$ cat config.mk
export PLATFORM = sky130hd
export DESIGN_NAME = count_seq_monitor
export DESIGN_NICKNAME = d
export VERILOG_FILES = /design/src/rtl/count_pkg.sv /design/src/rtl/period_out_reg.sv /design/src/rtl/count_seq_monitor.sv
export SDC_FILE = /design/constraint.sdc
export NUM_CORES = 1
export LEC_CHECK = 0
export CORE_MARGIN = 2
export CORE_UTILIZATION = 40
export CTS_CLUSTER_DIAMETER = 80
export CTS_CLUSTER_SIZE = 30
export DETAILED_ROUTE_END_ITERATION = 10
export SYNTH_ARGS = -nofsm -noshare
export SYNTH_HDL_FRONTEND = slang
export SYNTH_SLANG_ARGS = --single-unit
$ cat constraint.sdc
create_clock -name clk -period 4.21 [get_ports clk]
set_input_delay 0.842 -clock clk [delete_from_list [all_inputs] [get_ports clk]]
set_output_delay 0.842 -clock clk [all_outputs]
set_load 0.02 [all_outputs]
$ cat src/rtl/count_pkg.sv
// Shared types and helpers for the loadable 4-bit counter stage and its checkers.
package count_pkg;

  typedef enum logic [1:0] {
    IDLE  = 2'd0,
    SYNC  = 2'd1,
    TRACK = 2'd2
  } cm_state_t;

  localparam int unsigned CNT_W = 4;

  // Successor of a counter value with natural wrap (15 -> 0).
  function automatic logic [CNT_W-1:0] seq_next(input logic [CNT_W-1:0] v);
    return v + CNT_W'(1);
  endfunction

endpackage

$ cat src/rtl/period_out_reg.sv
// Single-entry valid/ready holding register; a result arriving while full is dropped and flagged.
module period_out_reg #(
  parameter int unsigned W = 8
) (
  input  logic         clk,
  input  logic         rst,
  input  logic         emit_i,
  input  logic [W-1:0] emit_data_i,
  input  logic         clr_i,
  input  logic         ready_i,
  output logic [W-1:0] data_o,
  output logic         valid_o,
  output logic         overrun_o
);

  logic [W-1:0] data_q, data_d;
  logic         valid_q, valid_d;
  logic         overrun_q, overrun_d;

  // A new overrun in the same cycle as a clear keeps the flag set.
  always_comb begin
    data_d    = data_q;
    valid_d   = valid_q;
    overrun_d = overrun_q & ~clr_i;
    if (emit_i) begin
      if (!valid_q || ready_i) begin
        data_d  = emit_data_i;
        valid_d = 1'b1;
      end else begin
        overrun_d = 1'b1;
      end
    end else if (valid_q && ready_i) begin
      valid_d = 1'b0;
    end
  end

  always_ff @(posedge clk) begin
    if (rst) begin
      data_q    <= '0;
      valid_q   <= 1'b0;
      overrun_q <= 1'b0;
    end else begin
      data_q    <= data_d;
      valid_q   <= valid_d;
      overrun_q <= overrun_d;
    end
  end

  assign data_o    = data_q;
  assign valid_o   = valid_q;
  assign overrun_o = overrun_q;

endmodule

$ cat src/rtl/count_seq_monitor.sv
// Checks the counter's number/zero stream for +1 sequencing and flag consistency,
// and measures the zero-to-zero period delivered through a valid/ready register.
module count_seq_monitor
  import count_pkg::*;
#(
  parameter int unsigned PW = 8
) (
  input  logic             clk,
  input  logic             rst,
  input  logic [CNT_W-1:0] number,
  input  logic             zero,
  input  logic             resync,
  input  logic             clr_err,
  output logic [PW-1:0]    period_data,
  output logic             period_valid,
  input  logic             period_ready,
  output logic             seq_err,
  output logic             zero_err,
  output logic             overrun,
  output logic             locked
);

  localparam logic [PW-1:0] CNT_MAX = '1;

  cm_state_t        state_q, state_d;
  logic [CNT_W-1:0] prev_q, prev_d;
  logic [PW-1:0]    cnt_q, cnt_d;
  logic             seq_err_q, seq_err_d;
  logic             zero_err_q, zero_err_d;
  logic             locked_q, locked_d;
  logic             seq_bad, seq_hit, zero_hit, emit;
  logic [PW-1:0]    cnt_inc;

  assign seq_bad  = (number != seq_next(prev_q));
  assign zero_hit = (zero != (number == '0));
  assign cnt_inc  = (cnt_q == CNT_MAX) ? cnt_q : cnt_q + PW'(1);

  // Resync outranks everything; in SYNC a zero sample relocks even if it also broke sequence.
  always_comb begin
    state_d = state_q;
    prev_d  = number;
    cnt_d   = cnt_q;
    seq_hit = 1'b0;
    emit    = 1'b0;
    if (resync) begin
      state_d = SYNC;
      cnt_d   = '0;
    end else begin
      case (state_q)
        IDLE: begin
          if (zero) begin
            cnt_d   = '0;
            state_d = TRACK;
          end else begin
            state_d = SYNC;
          end
        end
        SYNC: begin
          seq_hit = seq_bad;
          if (zero) begin
            cnt_d   = '0;
            state_d = TRACK;
          end
        end
        TRACK: begin
          seq_hit = seq_bad;
          if (seq_bad) begin
            state_d = SYNC;
            cnt_d   = '0;
          end else if (zero) begin
            emit  = 1'b1;
            cnt_d = '0;
          end else begin
            cnt_d = cnt_inc;
          end
        end
        default: state_d = IDLE;
      endcase
    end
    seq_err_d  = seq_hit | (seq_err_q & ~clr_err);
    zero_err_d = zero_hit | (zero_err_q & ~clr_err);
    locked_d   = (state_d == TRACK);
  end

  always_ff @(posedge clk) begin
    if (rst) begin
      state_q    <= IDLE;
      prev_q     <= '0;
      cnt_q      <= '0;
      seq_err_q  <= 1'b0;
      zero_err_q <= 1'b0;
      locked_q   <= 1'b0;
    end else begin
      state_q    <= state_d;
      prev_q     <= prev_d;
      cnt_q      <= cnt_d;
      seq_err_q  <= seq_err_d;
      zero_err_q <= zero_err_d;
      locked_q   <= locked_d;
    end
  end

  period_out_reg #(.W(PW)) u_out (
    .clk        (clk),
    .rst        (rst),
    .emit_i     (emit),
    .emit_data_i(cnt_inc),
    .clr_i      (clr_err),
    .ready_i    (period_ready),
    .data_o     (period_data),
    .valid_o    (period_valid),
    .overrun_o  (overrun)
  );

  assign seq_err  = seq_err_q;
  assign zero_err = zero_err_q;
  assign locked   = locked_q;

endmodule

Word-level counts from Yosys, hierarchy flattened
Cells that the tools add are included.
Word-level totals
  input port bits: 10
  logic and storage cells: 59
  output and inout bits: 13
  flip-flop bits (word level): 27
Operators by class
  reduce and logical (&&, ||, !) cells: 13
  bitwise logic cells: 6
  add/subtract/negate cells: 2
  eq/ne operators: 8
  multiplexer cells: 21
Operator list (count)
  $mux 8: 4
  $pmux 8 s2: 1
  $mux 1: 11
  $add 8x1->8 const B: 1
  $eq 8x8->1 const B: 1
  $mux 2: 4
  $pmux 2 s3: 1
  $reduce_and 2->1: 3
  $reduce_or 2->1: 3
  $add 4x1->4 const B: 1
  $eq 2x2->1 const B: 2
  $logic_not 4->1: 1
  $ne 2x1->1 const B: 2
  $ne 4x4->1: 1
  $reduce_bool 2->1: 2
  $and 1x1->1: 3
  $eq 2x1->1 const B: 1
  $logic_not 2->1: 1
  $or 1x1->1: 2
  $logic_and 1x1->1: 1
  $logic_not 1->1: 1
  $logic_or 1x1->1: 1
  $ne 1x1->1: 1
  $not 1->1: 1

Depth between registers and ports, before layout
  word-level depth: 7
  mapped depth: 8
  mapped depth without buffers: 7

Cells and area by module
From an unflattened synthesis, not the netlist that was laid out.
Second synthesis, totals
  cells, all modules: 163
  area, all modules: 1466.4 um^2
By module, submodules not included
  count_seq_monitor: cells an instance 120, area an instance 1024.7 um^2, times used 1, seq. area each 340.3 um^2
  period_out_reg: cells an instance 43, area an instance 441.7 um^2, times used 1, seq. area each 200.2 um^2

Worst setup path before layout
Ideal clock, no wire load.
  path kind: input to register
  start point: input zero
  end point: register u_out.data_q[2], in the netlist u_out.data_o[2]
  buffers on the path: 2
  arrival time: 2175 ps
  data required time: 4094 ps
  cell stages on the path: 6
  path slack: 1920 ps
  setup time: 116 ps
  path through: buf_2 -> and3b_1 -> nand2_1 -> or4b_4 -> buf_2 -> a31o_1
On the way
  word-level cells in the longest chain between the ends: 5
Ends and longest elaborated chain
  start, declared: RTL line count_seq_monitor.sv:11  | input logic zero,
  $mux 1: RTL line count_seq_monitor.sv:70  | end else if (zero) begin
  $mux 1: RTL line count_seq_monitor.sv:67  | if (seq_bad) begin
  $mux 1: RTL line count_seq_monitor.sv:49  | case (state_q)
  $mux 1: RTL line count_seq_monitor.sv:45  | if (resync) begin
  $reduce_and 2->1 (no source line)
  end signal, assigned: RTL line period_out_reg.sv:43  | data_q <= data_d;
  end, declared: RTL line period_out_reg.sv:16  | logic [W-1:0] data_q, data_d;
Every way passes these cells.
A chain may end at the register's enable or synchronous reset.

Final worst setup path
  start point: input resync
  end point: register cnt_q[1]
On the way
  word-level cells in the longest chain between the ends: 1
Ends and longest elaborated chain
  start, declared: RTL line count_seq_monitor.sv:12  | input logic resync,
  $reduce_or 2->1 (no source line)
  end signal, assigned: RTL line count_seq_monitor.sv:96  | cnt_q <= cnt_d;
  end, declared: RTL line count_seq_monitor.sv:27  | logic [PW-1:0] cnt_q, cnt_d;
Every way passes these cells.

==> flow_summary_export.csv <==
group,metric,value,unit
cells_and_area,layout-drive-gt1-share,7.26,%
synth,async_reset_ff_share,0,%
sta,rsz0062_at_grt,"false",
sta,slew_violations,0,
pwr,leakage,0.602,nW
cells_and_area,n_fill_cell,319,
floorplan,core_area,3340,sq um
floorplan,die_w,63.1,um
route,wl_per_cell,12.8,um
pwr,power.density,265,nW/um^2
outcome,status,"finished clean",
synth,ys_ff_latch,27,
synth,ys_types,45,
global_routing,grt_pass1_vias,1113,
sta,finalHoldViolations,0,
setup_path,cpPeakStageDelay,0.64,ns
setup_path,slowest_stage,"nor4b_4",
global_routing,antenna_found_initial,0,
synth,netlist_top_cells_area,"dfxtp_1 39%, ha_1 5.4%, a21oi_1 5.0%",
route,drtPass1Iterations,4,
route,routed_wl,2.89,mm
cts,cts.repair.resized,0,
cells_and_area,n_antenna_cell,0,
sta,max_slew_margin,54.4,%
synth,syn_inst,159,
cells_and_area,nets,196,
sta,fin_crit,2.84,ns
worst_hold_path,holdCritStartpoint,"u_out.data_o[6]",
route,avgViaCountPerCell,5.32,
global_routing,grt_pass1_wl,4.87,mm
worst_hold_path,min_path_type,"reg -> reg",
cts,tritoncts,"built",
cts,cts_buffer_depth,2,
cts,cts_hold_buf,0,
floorplan,start_util,41.8,%
synth,yosysWarnings,0,
sta,worstMarginPinSlew,0.679,ns
floorplan,fp-row-count,21,
sta,setup_viol,0,
setup_path,regToRegSetupSlack,1.81,ns
setup_path,crit_chain,"clkdlybuf4s50_1, or2_4, or4_4, nor4b_4, a41oi_1, o21ai_1",
synth,synth_edf_count,0,
synth,synth.yosys.seq_area_share,38.7,%
cells_and_area,layout_common_cells,"27 x dfxtp_1, 22 x clkdlybuf4s50_1, 14 x nor2_1, 14 x a21oi_1, 10 x nand3_1",
setup_path,path_buf_inv,1,
worst_hold_path,hold_end,"u_out.data_o[6]",
pwr,peakVddDrop,0.141,mV
setup_path,rr_endpoint,"cnt_q[1]",
floorplan,die_h,63.1,um
cts,cts_setup_buffers,0,
sta,fin_setup_tns,0,ns
synth,synth_top_area_share,38.7,%
floorplan,ios,23,
worst_hold_path,hold_path_depth,2,
flow_run,maxCapViolations,0,
synth,avgSynthCellArea,8.77,sq um
sta,skew,0.00508,ns
route,drt_iter0_markers,60,
cts,cts_buffers,3,
placement,placed_cells,221,
setup_path,rr_worst_depth,6,
setup_path,cp.arrival,3.12,ns
global_routing,grtUsageTotal,15.2,%
placement,place.gp.congestion,0.789,
setup_path,path_max_fanout,12,
cts,clkTransAtPathRegs,0.16,ns
cts,clock_sink_count,27,
setup_path,cp-start-kind,"input pin",
cts,cts_max_level,1,
route,antenna_left,0,
setup_path,cp-startpoint,"resync",
sta,post-route-period-util,67.5,%
synth,syn_nets,175,
sta,max_freq,352,MHz
route,drcViolationCount,0,
floorplan,die-area,3980,sq um
global_routing,grt_overflow,0,
setup_path,endpoint_kind,"register",
route,vias,1196,
placement,io_buffers,22,
setup_path,cp_top_family,"simple AND/OR/NAND/NOR gates",
setup_path,worst-endpoint-required,4.49,ns
synth,syn_area,1400,sq um
cells_and_area,syn_to_final_growth,20.0,%
setup_path,path_class,"in -> reg",
setup_path,reg2reg_from,"state_q[1]",
cells_and_area,final_common_cell,"dfxtp_1",
cells_and_area,stdcell_count,225,
global_routing,grt_max_degree,17,
placement,hpwl,2.15,mm
synth,synth_top_cell_by_area,"dfxtp_1",
cts,cts-root-buf,"clkbuf_4",
synth,synth_ff_type,"dfxtp_1",
cts,clock_latency,0.34,ns
## tightest hold or removal path: cells and delay by family (launching register included)
kind / cells / cell delay [ns]
AO/OA/AOI/OAI: 1 / 0.05
AND/OR/NAND/NOR: 1 / 0.06
flip-flops: 1 / 0.34
## how the worst max path moves through the flow
stage                       to  slack (ns)  cells past startpoint
2_1_floorplan  u_out.data_o[2]        1.92                      6
6_report              cnt_q[1]        1.37                      6
4_1_cts               cnt_q[1]        1.38                      6
5_1_grt               cnt_q[1]        1.27                      6
3_5_place_dp          cnt_q[1]        1.03                      6
3_3_place_gp          cnt_q[0]        1.10                      6
## power by group
group / switching [W] / internal [W]
Sequential: 0.00000462 / 0.000261
Clock: 0.0000857 / 0.0000364
Combinational: 0.0000301 / 0.0000267
Total: 0.000120 / 0.000324
## synth_stat cells (all sizes together) (3+ instances only)
cell and number:
dfxtp 27, a21oi 15, nor2 14, nand3 10, nand2 9, inv 8
o21ai 7, ha 6, xnor2 6, nor2b 5, nor3 5, clkbuf 4
mux2i 4, a31o 3, buf 3
## layer usage
metal	part of all wire (%)	vias up	wire (um)	track usage, %
met4	1.0	0	29	5.56
met3	5.4	4	157	3.21
met2	44	35	1280	25.5
met5	0	-	0	0
li1	-	605	-	-
met1	49	552	1420	19.2
## sequential cells by signal, indices dropped and copies added, names as in the netlist
| name | flops |
|---|---|
| cnt_q | 8 |
| locked | 1 |
| prev_q | 4 |
| seq_err | 1 |
| state_q | 2 |
| u_out.data_o | 8 |
| u_out.overrun_o | 1 |
| u_out.valid_o | 1 |
| zero_err | 1 |
## layout make-up
cell class | count | area (sq um) | share of cell area (%)
Clock buffer | 3 | 22.5 | 1.35
Tap cell | 46 | 57.6 | 3.44
Timing Repair Buffer | 23 | 228 | 13.6
Clock inverter | 1 | 7.51 | 0.448
Inverter | 8 | 30.0 | 1.79
Sequential cell | 27 | 541 | 32.3
Multi-Input combinational cell | 117 | 788 | 47.1
## metrics by stage
stage	cell area [sq um]	utilization, %	total power [W]	worst slack (ns)	hold slack [ns]
3_3_place_gp	1640	49.3	0.000326	1.10	0.445
4_1_cts	1670	50.2	0.000447	1.38	0.476
5_1_grt	1670	50.2	0.000463	1.27	0.498
6_report	1670	50.2	0.000444	1.37	0.471
3_5_place_dp	1640	49.3	0.000327	1.03	0.449
2_1_floorplan	1400	-	0.000306	1.92	0.459
## kinds of logic (layout without fill, tap and decap cells)
family | after synthesis | after routing | synth area share, %
xor gates and xnor gates | 8 | 8 | 5.02
muxes | 5 | 5 | 3.68
DFF | 27 | 27 | 38.7
adders and majority gates | 6 | 6 | 5.38
buffers and inverters | 15 | 35 | 4.75
AOI/OAI and AO/OA | 41 | 41 | 18.9
and+or+nand+nor | 57 | 57 | 23.5
No activity file was read; power rests on OpenSTA's default activity.
